### src/rtl/if_stage_pkg.sv
`default_nettype none
// ============================================================================
// Module      : if_stage_pkg
// Description : Shared definitions for the instruction-fetch stage: FSM state
//               encoding, default reset PC, canonical NOP word, skid-buffer
//               width and the sequential-PC helper.
// Revision    : 1.0 - initial release
// ============================================================================
package if_stage_pkg;

    // Fetch FSM. At most one instruction-memory request is outstanding.
    typedef enum logic [1:0] {
        ST_IDLE = 2'd0,
        ST_REQ  = 2'd1,
        ST_WAIT = 2'd2
    } fetch_state_t;

    localparam logic [31:0] c_reset_pc = 32'h0000_0000;
    localparam logic [31:0] c_nop_inst = 32'h0000_0013;   // addi x0, x0, 0

    // Skid entry carries {instruction, pc}.
    localparam int unsigned c_skid_w   = 64;

    // Sequential fetch address; wraps modulo 2^32 by construction.
    function automatic logic [31:0] next_seq_pc(input logic [31:0] pc);
        return pc + 32'd4;
    endfunction

endpackage
`default_nettype wire

### src/rtl/if_skid_buf.sv
`default_nettype none
// ============================================================================
// Module      : if_skid_buf
// Description : One-entry skid buffer holding a fetched {inst, pc} pair that
//               arrived while the decode-facing output register was occupied.
// Ports       : clk, rst_n (sync, active-low)
//               flush  - drop the entry (redirect), highest priority
//               push   - capture wdata
//               pop    - release the entry to the output register
//               wdata  - {inst[31:0], pc[31:0]}
//               valid  - entry present
//               rdata  - stored {inst, pc}
// Revision    : 1.0 - initial release
// ============================================================================
module if_skid_buf
    import if_stage_pkg::*;
(
    input  logic                clk,
    input  logic                rst_n,
    input  logic                flush,
    input  logic                push,
    input  logic                pop,
    input  logic [c_skid_w-1:0] wdata,
    output logic                valid,
    output logic [c_skid_w-1:0] rdata
);

    logic                r_valid;
    logic [c_skid_w-1:0] r_data;

    always_ff @(posedge clk) begin
        if (!rst_n) begin
            r_valid <= 1'b0;
            r_data  <= '0;
        end else if (flush) begin
            r_valid <= 1'b0;
        end else if (push) begin
            r_valid <= 1'b1;
            r_data  <= wdata;
        end else if (pop) begin
            r_valid <= 1'b0;
        end
    end

    assign valid = r_valid;
    assign rdata = r_data;

endmodule
`default_nettype wire

### src/rtl/if_stage.sv
`default_nettype none
// ============================================================================
// Module      : if_stage
// Description : Instruction-fetch stage. Issues one request at a time to the
//               instruction memory (req/gnt, then rvalid), presents fetched
//               words to decode through an output register backed by a
//               one-entry skid buffer, and handles redirects from execute.
// Parameters  : RESET_PC - first fetch address after reset
// Macros      : IF_MISALIGN_CHECK_EN - when defined, a redirect target with
//               bits[1:0] != 0 raises sticky if_misalign and stops fetching
//               until reset; when undefined those bits are forced to zero.
// Ports       : clk, rst_n (sync, active-low)
//               imem_req/imem_addr/imem_gnt/imem_rvalid/imem_rdata - memory
//               redirect_valid/redirect_pc - taken control transfer
//               stall  - decode not ready
//               if_valid/if_inst/if_pc/if_opcode - to decode
//               if_misalign (macro only) - sticky misaligned-target flag
// Revision    : 1.0 - initial release
// ============================================================================
module if_stage
    import if_stage_pkg::*;
#(
    parameter logic [31:0] RESET_PC = c_reset_pc
) (
    input  logic        clk,
    input  logic        rst_n,
    output logic        imem_req,
    output logic [31:0] imem_addr,
    input  logic        imem_gnt,
    input  logic        imem_rvalid,
    input  logic [31:0] imem_rdata,
    input  logic        redirect_valid,
    input  logic [31:0] redirect_pc,
    input  logic        stall,
    output logic        if_valid,
    output logic [31:0] if_inst,
    output logic [31:0] if_pc,
    output logic [6:0]  if_opcode
`ifdef IF_MISALIGN_CHECK_EN
    ,
    output logic        if_misalign
`endif
);

    fetch_state_t r_state, w_state_nxt;
    logic [31:0]  r_pc, w_pc_nxt;
    logic [31:0]  r_fetch_pc;      // address of the outstanding request
    logic         r_kill, w_kill_nxt;

    logic         r_out_valid;
    logic [31:0]  r_out_inst;
    logic [31:0]  r_out_pc;

    logic                w_skid_valid;
    logic [c_skid_w-1:0] w_skid_rdata;
    logic                w_skid_push;
    logic                w_skid_pop;

    logic         w_consume;
    logic         w_resp_live;
    logic [31:0]  w_redirect_target;
    logic         w_fetch_block;

    // ------------------------------------------------------------------
    // Redirect target qualification
    // ------------------------------------------------------------------
`ifdef IF_MISALIGN_CHECK_EN
    logic r_misalign;
    logic w_misalign_hit;

    assign w_redirect_target = redirect_pc;
    assign w_misalign_hit    = redirect_valid && (redirect_pc[1:0] != 2'b00);
    // Block includes the current hit so the FSM never re-enters REQ.
    assign w_fetch_block     = r_misalign || w_misalign_hit;
    assign if_misalign       = r_misalign;

    always_ff @(posedge clk) begin
        if (!rst_n) begin
            r_misalign <= 1'b0;
        end else if (w_misalign_hit) begin
            r_misalign <= 1'b1;
        end
    end
`else
    logic w_unused_low_bits;

    assign w_redirect_target = {redirect_pc[31:2], 2'b00};
    assign w_fetch_block     = 1'b0;
    assign w_unused_low_bits = ^redirect_pc[1:0];
`endif

    // ------------------------------------------------------------------
    // Response / decode handshake qualification
    // ------------------------------------------------------------------
    assign w_consume   = r_out_valid && !stall;
    // A response counts only in WAIT, when not tagged by an earlier
    // redirect and not overtaken by a redirect in the same cycle.
    assign w_resp_live = (r_state == ST_WAIT) && imem_rvalid && !r_kill && !redirect_valid;
    // Skid is always empty in REQ/WAIT (IDLE holds until it drains), so a
    // push and a pop can never coincide.
    assign w_skid_push = w_resp_live && r_out_valid && !w_consume;
    assign w_skid_pop  = !redirect_valid && w_skid_valid && w_consume;

    // ------------------------------------------------------------------
    // Next-state logic
    // ------------------------------------------------------------------
    always_comb begin
        w_state_nxt = r_state;
        w_pc_nxt    = r_pc;
        w_kill_nxt  = r_kill;

        case (r_state)
            ST_IDLE: begin
                if (!w_skid_valid) begin
                    w_state_nxt = ST_REQ;
                end
            end
            ST_REQ: begin
                if (imem_gnt) begin
                    w_state_nxt = ST_WAIT;
                    w_pc_nxt    = next_seq_pc(r_pc);
                end
            end
            ST_WAIT: begin
                if (imem_rvalid) begin
                    w_kill_nxt  = 1'b0;
                    w_state_nxt = w_skid_push ? ST_IDLE : ST_REQ;
                end
            end
            default: begin
                w_state_nxt = ST_IDLE;
            end
        endcase

        if (redirect_valid) begin
            w_pc_nxt = w_redirect_target;
            case (r_state)
                ST_REQ: begin
                    // A grant taken in the redirect cycle is already in
                    // flight: wait out its (discarded) response.
                    if (imem_gnt) begin
                        w_state_nxt = ST_WAIT;
                        w_kill_nxt  = 1'b1;
                    end else begin
                        w_state_nxt = ST_REQ;
                    end
                end
                ST_WAIT: begin
                    // Keep the single-outstanding rule: the stale response
                    // must return before redirect_pc is requested.
                    if (imem_rvalid) begin
                        w_state_nxt = ST_REQ;
                        w_kill_nxt  = 1'b0;
                    end else begin
                        w_state_nxt = ST_WAIT;
                        w_kill_nxt  = 1'b1;
                    end
                end
                default: begin
                    w_state_nxt = ST_REQ;
                end
            endcase
        end

        if (w_fetch_block && (w_state_nxt == ST_REQ)) begin
            w_state_nxt = ST_IDLE;
        end
    end

    always_ff @(posedge clk) begin
        if (!rst_n) begin
            r_state    <= ST_IDLE;
            r_pc       <= RESET_PC;
            r_kill     <= 1'b0;
            r_fetch_pc <= RESET_PC;
        end else begin
            r_state <= w_state_nxt;
            r_pc    <= w_pc_nxt;
            r_kill  <= w_kill_nxt;
            if ((r_state == ST_REQ) && imem_gnt) begin
                r_fetch_pc <= r_pc;
            end
        end
    end

    // ------------------------------------------------------------------
    // Decode-facing output register
    // ------------------------------------------------------------------
    always_ff @(posedge clk) begin
        if (!rst_n) begin
            r_out_valid <= 1'b0;
            r_out_inst  <= '0;
            r_out_pc    <= '0;
        end else if (redirect_valid) begin
            r_out_valid <= 1'b0;
        end else if (w_skid_pop) begin
            r_out_valid <= 1'b1;
            r_out_inst  <= w_skid_rdata[63:32];
            r_out_pc    <= w_skid_rdata[31:0];
        end else if (w_resp_live && (!r_out_valid || w_consume)) begin
            r_out_valid <= 1'b1;
            r_out_inst  <= imem_rdata;
            r_out_pc    <= r_fetch_pc;
        end else if (w_consume) begin
            r_out_valid <= 1'b0;
        end
    end

    if_skid_buf u_skid (
        .clk   (clk),
        .rst_n (rst_n),
        .flush (redirect_valid),
        .push  (w_skid_push),
        .pop   (w_skid_pop),
        .wdata ({imem_rdata, r_fetch_pc}),
        .valid (w_skid_valid),
        .rdata (w_skid_rdata)
    );

    assign imem_req  = (r_state == ST_REQ);
    assign imem_addr = r_pc;
    assign if_valid  = r_out_valid;
    assign if_inst   = r_out_inst;
    assign if_pc     = r_out_pc;
    assign if_opcode = r_out_inst[6:0];

endmodule
`default_nettype wire

### config.mk
export PLATFORM = sky130hd
export DESIGN_NAME = if_stage
export DESIGN_NICKNAME = d
export VERILOG_FILES = /design/src/rtl/if_stage_pkg.sv /design/src/rtl/if_skid_buf.sv /design/src/rtl/if_stage.sv
export SDC_FILE = /design/constraint.sdc
export NUM_CORES = 1
export LEC_CHECK = 0
export CORE_UTILIZATION = 30
export CTS_BUF_LIST = sky130_fd_sc_hd__clkbuf_8
export CTS_CLUSTER_SIZE = 10
export DETAILED_ROUTE_END_ITERATION = 6
export SETUP_SLACK_MARGIN = 0.4
export SLEW_MARGIN = 15
export SYNTH_ARGS = -nofsm -noshare
export SYNTH_HDL_FRONTEND = slang
export SYNTH_SLANG_ARGS = --single-unit
### constraint.sdc
create_clock -name clk -period 3.4 [get_ports clk]
set_input_delay 0.68 -clock clk [delete_from_list [all_inputs] [get_ports clk]]
set_output_delay 0.68 -clock clk [all_outputs]
set_load 0.05 [all_outputs]
==> results of run 1 <==
## logic make-up (layout without fill, tap and decap cells)
group | after synthesis | after routing | share of synthesized area (%)
adder cells (fa/ha/maj) | 5 | 5 | 0.773
XOR/XNOR | 11 | 11 | 1.19
AND/OR/NAND/NOR | 368 | 368 | 20.1
other | 1 | 4 | 0.0463
AO/OA/AOI/OAI | 231 | 231 | 17.6
flip-flops | 189 | 189 | 46.7
buffers and inverters | 100 | 233 | 5.80
multiplexers | 63 | 63 | 7.79
## cells in the mapped netlist, types with 8 or more instances
library cell,n
nand4_1,12
a211oi_1,68
a21oi_1,101
nand3_1,17
clkbuf_1,53
dfxtp_1,189
xnor2_1,8
nor3_1,10
inv_1,13
nand2_1,204
o21ai_0,27
nor2_1,76
mux2i_1,63
a31oi_1,10
buf_4,12
buf_1,13
## routing by layer
layer / part of all wire, % / vias to the layer above / track usage [%]
li1: - / 3634 / -
met1: 48 / 3310 / 21.7
met2: 45 / 166 / 25.0
met3: 5.5 / 18 / 4.10
met4: 0.97 / 0 / 4.03
met5: 0 / - / 0
## worst max-delay path, stage by stage, from the launching register on
cell             delay, ns
dfxtp_1               0.35
inv_1                 0.08
ha_1                  0.38
clkdlybuf4s50_1       0.88
## registers in the layout (all words and copies together), names as in the netlist
register	flops
r_state	2
if_pc	30
r_fetch_pc	30
if_inst	32
imem_addr	30
u_skid.rdata	62
if_valid	1
u_skid.valid	1
r_kill	1
## stage by stage
stage	total power, mW	setup slack (ns)	util, %	instance area, um2	std cells
2_1_floorplan	2.89	0.803	-	8110	971
3_3_place_gp	3.17	0.574	38.2	10000	1407
3_5_place_dp	3.18	0.545	38.2	10000	1407
4_1_cts	4.80	0.555	39.8	10500	1439
5_1_grt	4.96	0.442	39.8	10500	1439
6_report	4.73	0.564	39.8	10500	1439
## cell type report
cell class,count,area [um2]
Clock inverter,13,164
Timing Repair Buffer,188,1890
Inverter,13,51.3
Clock buffer,19,262
Multi-Input combinational cell,682,3880
Tap cell,335,419
Fill cell,2688,15800
Sequential cell,189,3780
## report_power, final
part           internal (mW)  leakage [nW]  switching (mW)
Clock                  0.770         0.212           0.835
Sequential              2.29          1.53          0.0871
Combinational          0.276          1.43           0.473
## how the worst max path moves through the flow
stage	startpoint	endpoint	slack [ns]	depth (start not counted)
after global placement	imem_gnt	imem_addr[18]	0.57	5
after CTS	r_state[1]	imem_req	0.55	3
final	r_state[1]	imem_req	0.56	3
after floorplan	r_state[1]	imem_addr[15]	0.80	7
after detailed placement	imem_gnt	imem_addr[18]	0.55	5
after global routing	r_state[1]	imem_req	0.44	3
==> run_results.csv, run 1 <==
group,metric,value,unit
floorplan,rows,59,
clock_tree,tritoncts,"yes",
clock_tree,insertion_delay,0.46,ns
worst_setup_path,r2r_start,"r_state[1]",
logic_synthesis,synth_top_cell_by_area,"dfxtp_1",
worst_setup_path,reg2reg_to,"imem_addr[18]",
placement,place_congestion,0.797,
sta,rsz0062_at_grt,"false",
worst_setup_path,cp-start-kind,"flop",
sta,tightest_slew,0.978,ns
clock_tree,post_cts_resized,0,
clock_tree,cts_made_buffers,17,
pwr,p_per_area,452,nW/um2
min_path,holdPathEnd,"u_skid.rdata[24]",
floorplan,die_w,166,um
floorplan,start_util,30.8,%
layout,antenna_cells,0,
sta,period_minus_slack,2.84,ns
logic_synthesis,syn_inst,968,
sta,timing.max_slew.rel_slack,34.8,%
grt,grt_max_degree,90,
drt,drc,12,
clock_tree,clk_pin_slew,0.10,ns
grt,grt_pass1_vias,6561,
drt,routed_via_density,4.95,
logic_synthesis,ys_seq_area_share,46.7,%
logic_synthesis,synth_area,8100,um2
floorplan,die_y,166,um
floorplan,core,26300,um2
worst_setup_path,end_kind,"output pin",
layout,drive_above_1_share,5.80,%
status,outcome,"finished, violations left",
drt,ant_nets,0,
logic_synthesis,synthTopCellsByArea,"dfxtp_1, nand2_1, mux2i_1",
logic_synthesis,synthFlopType,"dfxtp_1",
sta,hold_viol,0,
floorplan,ioPinCount,175,
sta,fin_worst_skew,0.0187,ns
pwr,peakVddDrop,0.000209,V
layout,layout_commonest_cell,"nand2_1",
sta,slew_violations,0,
logic_synthesis,yosys_warnings,0,
clock_tree,cts.root.buffer_cell,"clkbuf_8",
min_path,worstHoldPathType,"reg -> reg",
clock_tree,cts-hold-fix-buffers,0,
worst_setup_path,ff2ff_setup_slack,0.96,ns
logic_synthesis,syn_area_per_cell,8.36,um2
logic_synthesis,ys_ff_latch,189,
worst_setup_path,critical_path_class,"reg -> out",
grt,overflow,0,
floorplan,dieArea,27600,um2
layout,final_cell_mix,"nand2_1, dfxtp_1, clkdlybuf4s50_1",
min_path,min_path_cells,2,
sta,tns,0,ns
run,max-cap-violations,0,
logic_synthesis,synth_top_area_share,46.7,%
drt,vias,7128,
worst_setup_path,worstPathArrival,2.16,ns
sta,holdWs,0.457,ns
grt,antenna_found_initial,0,
sta,max_freq,353,MHz
placement,place_hpwl,14.4,mm
drt,drtIter0Drc,648,
min_path,worstHoldStart,"u_skid.rdata[24]",
clock_tree,cts_buffer_depth,2,
drt,wl,21.6,mm
worst_setup_path,critPathMaxFanout,10,
sta,period_share,83.4,%
status,violations,"DRC",
grt,grt_usage,15.9,%
placement,io_buffers,168,
grt,grt_pass1_wl,35.6,mm
sta,setup_viol,0,
clock_tree,post-cts-setup-buffers,0,
worst_setup_path,cp.required,2.72,ns
clock_tree,cts_num_sinks,189,
drt,drtPass1Iterations,7,
logic_synthesis,synth-async-reset-ratio,0,%
clock_tree,h-tree-depth,4,
layout,area_delta_synth_final,29.2,%
worst_setup_path,reg2regPathDepth,6,
logic_synthesis,synth_enable_flop_cells,0,
logic_synthesis,synth.distinct_cells,53,
layout,nets,1166,
pwr,leakagePower,3.17,nW
drt,wl_per_cell,15.0,um
(Power assumes the default switching activity.)
==> inputs of run 2 (changes only) <==
Clock period 3.4 ns to 2.4 ns, I/O delays scaled along.
==> run 2 against run 1 <==
Effect of this change:
- the run still ends with DRC left
- wire length rose by 4.2%
- sequential cell count did not move
- total power rose by 41%
- design area rose by 3.1%
- combinational power rose by 43%
- first-iteration DRC count fell by 14%
- critical path type is now reg -> reg
==> run_results.csv, run 2 (synthesized netlist as in run 1, its figures left out) <==
group,metric,value,unit
layout,nets,1191,
grt,grt_pass1_vias,6491,
pwr,peakVddDrop,0.000301,V
placement,placedInstanceArea,10300,um2
min_path,min_path_cells,2,
pwr,p_per_area,616,nW/um2
floorplan,core,26300,um2
drt,drtIter0Drc,558,
floorplan,start_util,30.8,%
drt,drtPass1Iterations,7,
drt,vias,7232,
worst_setup_path,cp_num_buf_inv,4,
placement,io_buffers,168,
floorplan,dieArea,27600,um2
min_path,worstHoldStart,"u_skid.rdata[49]",
worst_setup_path,ff2ff_setup_slack,0.48,ns
grt,grt_max_degree,164,
sta,rsz0062_at_grt,"true",
status,outcome,"finished, violations left",
worst_setup_path,worstPathArrival,2.29,ns
worst_setup_path,critical_path_class,"reg -> reg",
grt,grt_usage,15.6,%
drt,ant_nets,0,
placement,placed_cells,1415,
worst_setup_path,crit_path_top_delay_cell,"dfxtp_2",
worst_setup_path,max_stage_delay,0.36,ns
drt,wl,22.6,mm
grt,antenna_found_initial,0,
layout,final_util,41.0,%
sta,slew_violations,0,
worst_setup_path,reg2regPathDepth,9,
worst_setup_path,crit_family,"buffers and inverters",
layout,final_cell_count_no_fill,1463,
drt,routed_via_density,4.94,
layout,largest_reg_flops,62,
sta,tns,0,ns
layout,fin_area,10800,um2
sta,hold_viol,0,
clock_tree,cts_made_buffers,17,
clock_tree,cts_buffer_depth,2,
sta,holdWs,0.456,ns
worst_setup_path,path_cells,"inv_1 -> ha_2 -> nand3b_1 -> buf_4 -> nor3_4 -> buf_6 -> buf_8 -> nand2_1 -> a21oi_1",
drt,wl_per_cell,15.4,um
sta,max_freq,521,MHz
drt,drc,16,
worst_setup_path,cp-start-kind,"flop",
worst_setup_path,r2r_start,"r_state[0]",
worst_setup_path,critPathMaxFanout,15,
floorplan,rows,59,
clock_tree,insertion_delay,0.46,ns
worst_setup_path,reg2reg_to,"u_skid.rdata[59]",
clock_tree,cts-hold-fix-buffers,0,
layout,antenna_cells,0,
clock_tree,cts.root.buffer_cell,"clkbuf_8",
clock_tree,tritoncts,"yes",
sta,period_minus_slack,1.92,ns
placement,place_congestion,0.837,
layout,drive_above_1_share,10.9,%
sta,setup_viol,0,
sta,fin_worst_skew,0.0160,ns
floorplan,die_w,166,um
layout,final_cell_mix,"nand2_1, dfxtp_1, a21oi_1",
grt,grt_pass1_wl,34.8,mm
min_path,worstHoldPathType,"reg -> reg",
pwr,leakagePower,3.77,nW
worst_setup_path,cp.required,2.77,ns
floorplan,ioPinCount,175,
layout,nFillCells,2687,
layout,area_delta_synth_final,33.2,%
layout,layout_commonest_cell,"nand2_1",
placement,place_hpwl,14.5,mm
grt,overflow,0,
clock_tree,clk_pin_slew,0.09,ns
sta,timing.max_slew.rel_slack,48.0,%
clock_tree,cts_num_sinks,189,
status,violations,"DRC",
run,max-cap-violations,0,
worst_setup_path,end_kind,"flop",
sta,period_share,79.9,%
sta,tightest_slew,0.780,ns
floorplan,die_y,166,um
min_path,holdPathEnd,"u_skid.rdata[49]",
clock_tree,h-tree-depth,4,
## run 2: cell count changes in the layout (fill, tap and decap cells not counted), sizes merged
cell,previous run,this run
buf,20,41
clkbuf,19,31
clkdlybuf4s15,0,6
clkdlybuf4s50,168,67
clkinv,7,2
dlygate4sd2,0,86
inv,14,18
or4,10,11
## run 2: per-layer routing
layer | up-vias | GRT usage [%] | part of all wire, %
li1 | 3685 | - | -
met1 | 3331 | 22.4 | 49
met2 | 200 | 23.1 | 43
met3 | 16 | 3.41 | 6.3
met4 | 0 | 4.39 | 1.0
met5 | - | 0 | 0
## run 2: layout make-up
| type | instances | area (um2) | area share, % |
|---|---|---|---|
| clock buffer | 19 | 262 | 2.42 |
| clock inverter | 12 | 148 | 1.37 |
| inverter | 13 | 51.3 | 0.476 |
| multi-input combinational | 683 | 3950 | 36.6 |
| sequential | 189 | 3820 | 35.4 |
| tap | 335 | 419 | 3.89 |
| timing repair buffer | 212 | 2140 | 19.8 |
## run 2: per-stage QoR
step                      setup WS, ns  power, mW
after CTS                        0.212       6.73
final                            0.481       6.65
after global placement          0.0634       4.54
after global routing             0.386       6.95
after floorplan                  0.373       4.11
after detailed placement        0.0313       4.55
## run 2: report_power, final
group / total, mW / switching, mW / internal [mW]
logic: 1.07 / 0.692 / 0.381
clock network: 2.22 / 1.14 / 1.08
registers: 3.36 / 0.117 / 3.24
## run 2: worst max path at each step
stage                     cells after the start  slack [ns]                to   startpoint
after global placement                        6        0.06   u_skid.rdata[8]  imem_rvalid
after detailed placement                      6        0.03     imem_addr[21]     imem_gnt
after global routing                          9        0.39  u_skid.rdata[22]   r_state[0]
final                                         9        0.48  u_skid.rdata[59]   r_state[0]
after floorplan                               7        0.37     imem_addr[15]   r_state[1]
after CTS                                     2        0.21          imem_req   r_state[0]
## run 2: timing repair
action	CTS	global route
setup buffers	5	7
gates cloned	0	5
endpoints found under the setup margin	106	129
pin swaps	1	3
resized for setup	112	33
## run 2: worst min-delay path, stage by stage, from the launching register on
cell,delay (ns)
dfxtp_1,0.32
nand2_1,0.05
a21oi_1,0.05
==> inputs of run 3 (changes only) <==
Clock period 2.4 ns to 1.6 ns, I/O delays scaled along.
==> run 3 against run 2 <==
Effect of this change:
- the run ends with DRC, setup timing left
- global-route usage increased by 3.4 points
- non-clock buffer count grew 192
- die area stayed put
- final cell count is 13% higher
- sequential power is 49% higher
- worst setup slack worse by 0.84 ns
- total power rose by 71%
- critical path depth rose by 1
- via count increased by 15%
- combinational power rose to 2.6 times the previous value
- worst hold slack worse by 0.028 ns
- register-to-register slack worse by 0.84 ns
- largest cell class is now non-clock buffers
- largest power group unchanged
==> run_results.csv, run 3 (synthesized netlist as in run 1, its figures left out) <==
group,metric,value,unit
status,outcome,"finished, violations left",
status,violations,"DRC, setup timing",
drt,routed.top_layer,"met4",
drt,routed_via_density,5.01,
layout,final_cell_mix,"buf_4, nand2_1, dfxtp_1",
layout,nFillCells,2237,
sta,tightest_slew,0.559,ns
worst_setup_path,worstPathArrival,2.32,ns
drt,drtIter0Drc,728,
floorplan,die_w,166,um
clock_tree,tritoncts,"yes",
sta,fin_worst_skew,0.0116,ns
grt,grt_max_degree,106,
clock_tree,clk_pin_slew,0.10,ns
worst_setup_path,crit_family,"buffers and inverters",
drt,wl_met1,12.7,mm
sta,timing.max_slew.rel_slack,62.7,%
layout,antenna_cells,0,
min_path,worstHoldPathType,"in -> reg",
pwr,peakVddDrop,0.000397,V
grt,grt_usage,18.9,%
clock_tree,h-tree-depth,4,
sta,holdWs,0.428,ns
sta,rsz0062_at_grt,"true",
placement,place_congestion,0.832,
grt,grt_pass1_vias,7773,
floorplan,start_util,30.8,%
floorplan,rows,59,
worst_setup_path,cp.required,1.96,ns
sta,period_share,122,%
clock_tree,cts_buffer_depth,2,
worst_setup_path,max_stage_delay,0.34,ns
drt,drc,15,
placement,place_hpwl,16.0,mm
floorplan,dieArea,27600,um2
clock_tree,cts_made_buffers,17,
drt,wl_per_cell,16.7,um
layout,largest_reg_flops,62,
floorplan,ioPinCount,175,
sta,slew_violations,0,
drt,vias,8287,
clock_tree,cts_num_sinks,189,
layout,drive_above_1_share,49.8,%
pwr,p_per_area,765,nW/um2
pwr,total_power,11.4,mW
worst_setup_path,end_kind,"flop",
worst_setup_path,critical_path_class,"reg -> reg",
grt,grt_pass1_wl,41.9,mm
floorplan,die_y,166,um
placement,io_buffers,168,
worst_setup_path,crit_top_cell,"buf_6",
grt,overflow,0,
layout,area_delta_synth_final,83.9,%
sta,setup_viol,160,
layout,nets,1382,
drt,met2_wirelength,13.3,mm
layout,layout_commonest_cell,"buf_4",
drt,met3_wirelength,1.30,mm
grt,antenna_found_initial,0,
sta,max_freq,511,MHz
worst_setup_path,crit_path_top_delay_cell,"dfxtp_2",
clock_tree,cts.root.buffer_cell,"clkbuf_8",
clock_tree,cts-hold-fix-buffers,0,
floorplan,core,26300,um2
clock_tree,insertion_delay,0.47,ns
drt,wl,27.6,mm
worst_setup_path,cp_num_buf_inv,5,
sta,setup_ws,-0.357,ns
worst_setup_path,critPathMaxFanout,7,
worst_setup_path,path_cells,"inv_2 -> ha_4 -> nand3b_1 -> buf_6 -> a221oi_4 -> buf_6 -> buf_12 -> buf_16 -> nor2_1 -> a211oi_1",
drt,drtPass1Iterations,7,
run,max-cap-violations,0,
sta,hold_viol,0,
drt,ant_nets,0,
pwr,leakagePower,5.35,nW
sta,period_minus_slack,1.96,ns
worst_setup_path,cp-start-kind,"flop",
[run 3: where the power goes]
part,internal [mW],switching (mW),leakage [nW],total (mW)
logic,1.44,1.38,3.55,2.82
clock network,1.73,1.82,0.216,3.55
registers,4.86,0.166,1.58,5.02
total,8.02,3.37,5.35,11.4
[run 3: area by class of cell]
| type | instances | area [um2] | area share, % |
|---|---|---|---|
| clock inverter | 15 | 205 | 1.38 |
| tap | 335 | 419 | 2.82 |
| clock buffer | 17 | 234 | 1.57 |
| multi-input combinational | 682 | 4820 | 32.4 |
| timing repair buffer | 404 | 5160 | 34.7 |
| sequential | 189 | 3990 | 26.8 |
| inverter | 13 | 51.3 | 0.345 |
[run 3: worst reg2reg max path, delay by kind of cell, from the launching register on]
family	cells	cell delay [ns]
AOI/OAI and AO/OA	2	0.54
DFF	1	0.34
and+or+nand+nor	2	0.16
buffers and inverters	5	0.69
adders and majority gates	1	0.13
[run 3: final timing paths]
check / start / endpoint / slack (ns) / cells after the start
min reg2reg: u_skid.rdata[60] / u_skid.rdata[60] / 0.47 / 2
min: imem_rdata[5] / u_skid.rdata[37] / 0.43 / 3
max: r_state[0] / if_inst[19] / -0.36 / 10
max reg2reg: r_state[0] / if_inst[19] / -0.36 / 10
[run 3: through the flow]
step / instances / area, um2 / setup TNS, ns / utilization [%] / setup slack, ns
floorplan: 971 / 8350 / -22.53 / - / -0.402
global placement: 1499 / 11400 / -75.53 / 43.4 / -0.594
detailed placement: 1499 / 11400 / -80.66 / 43.4 / -0.628
CTS: 1599 / 13600 / -30.64 / 51.7 / -0.286
global route: 1655 / 14900 / -44.29 / 56.6 / -0.468
finish: 1655 / 14900 / -31.48 / 56.6 / -0.357
[run 3: repair_timing]
item | 4_1_cts | 5_1_grt
gates cloned | 18 | 2
endpoints found under the setup margin | 289 | 290
endpoints found under the hold margin | 0 | 0
gates resized for setup | 238 | 248
pin swaps | 150 | 48
setup buffers | 50 | 54
[run 3: per-layer routing]
metal | up-vias | track usage (%)
met3 | 22 | 3.53
met4 | 0 | 4.51
met5 | - | 0
met1 | 3950 | 25.9
met2 | 244 | 30.8
li1 | 4071 | -
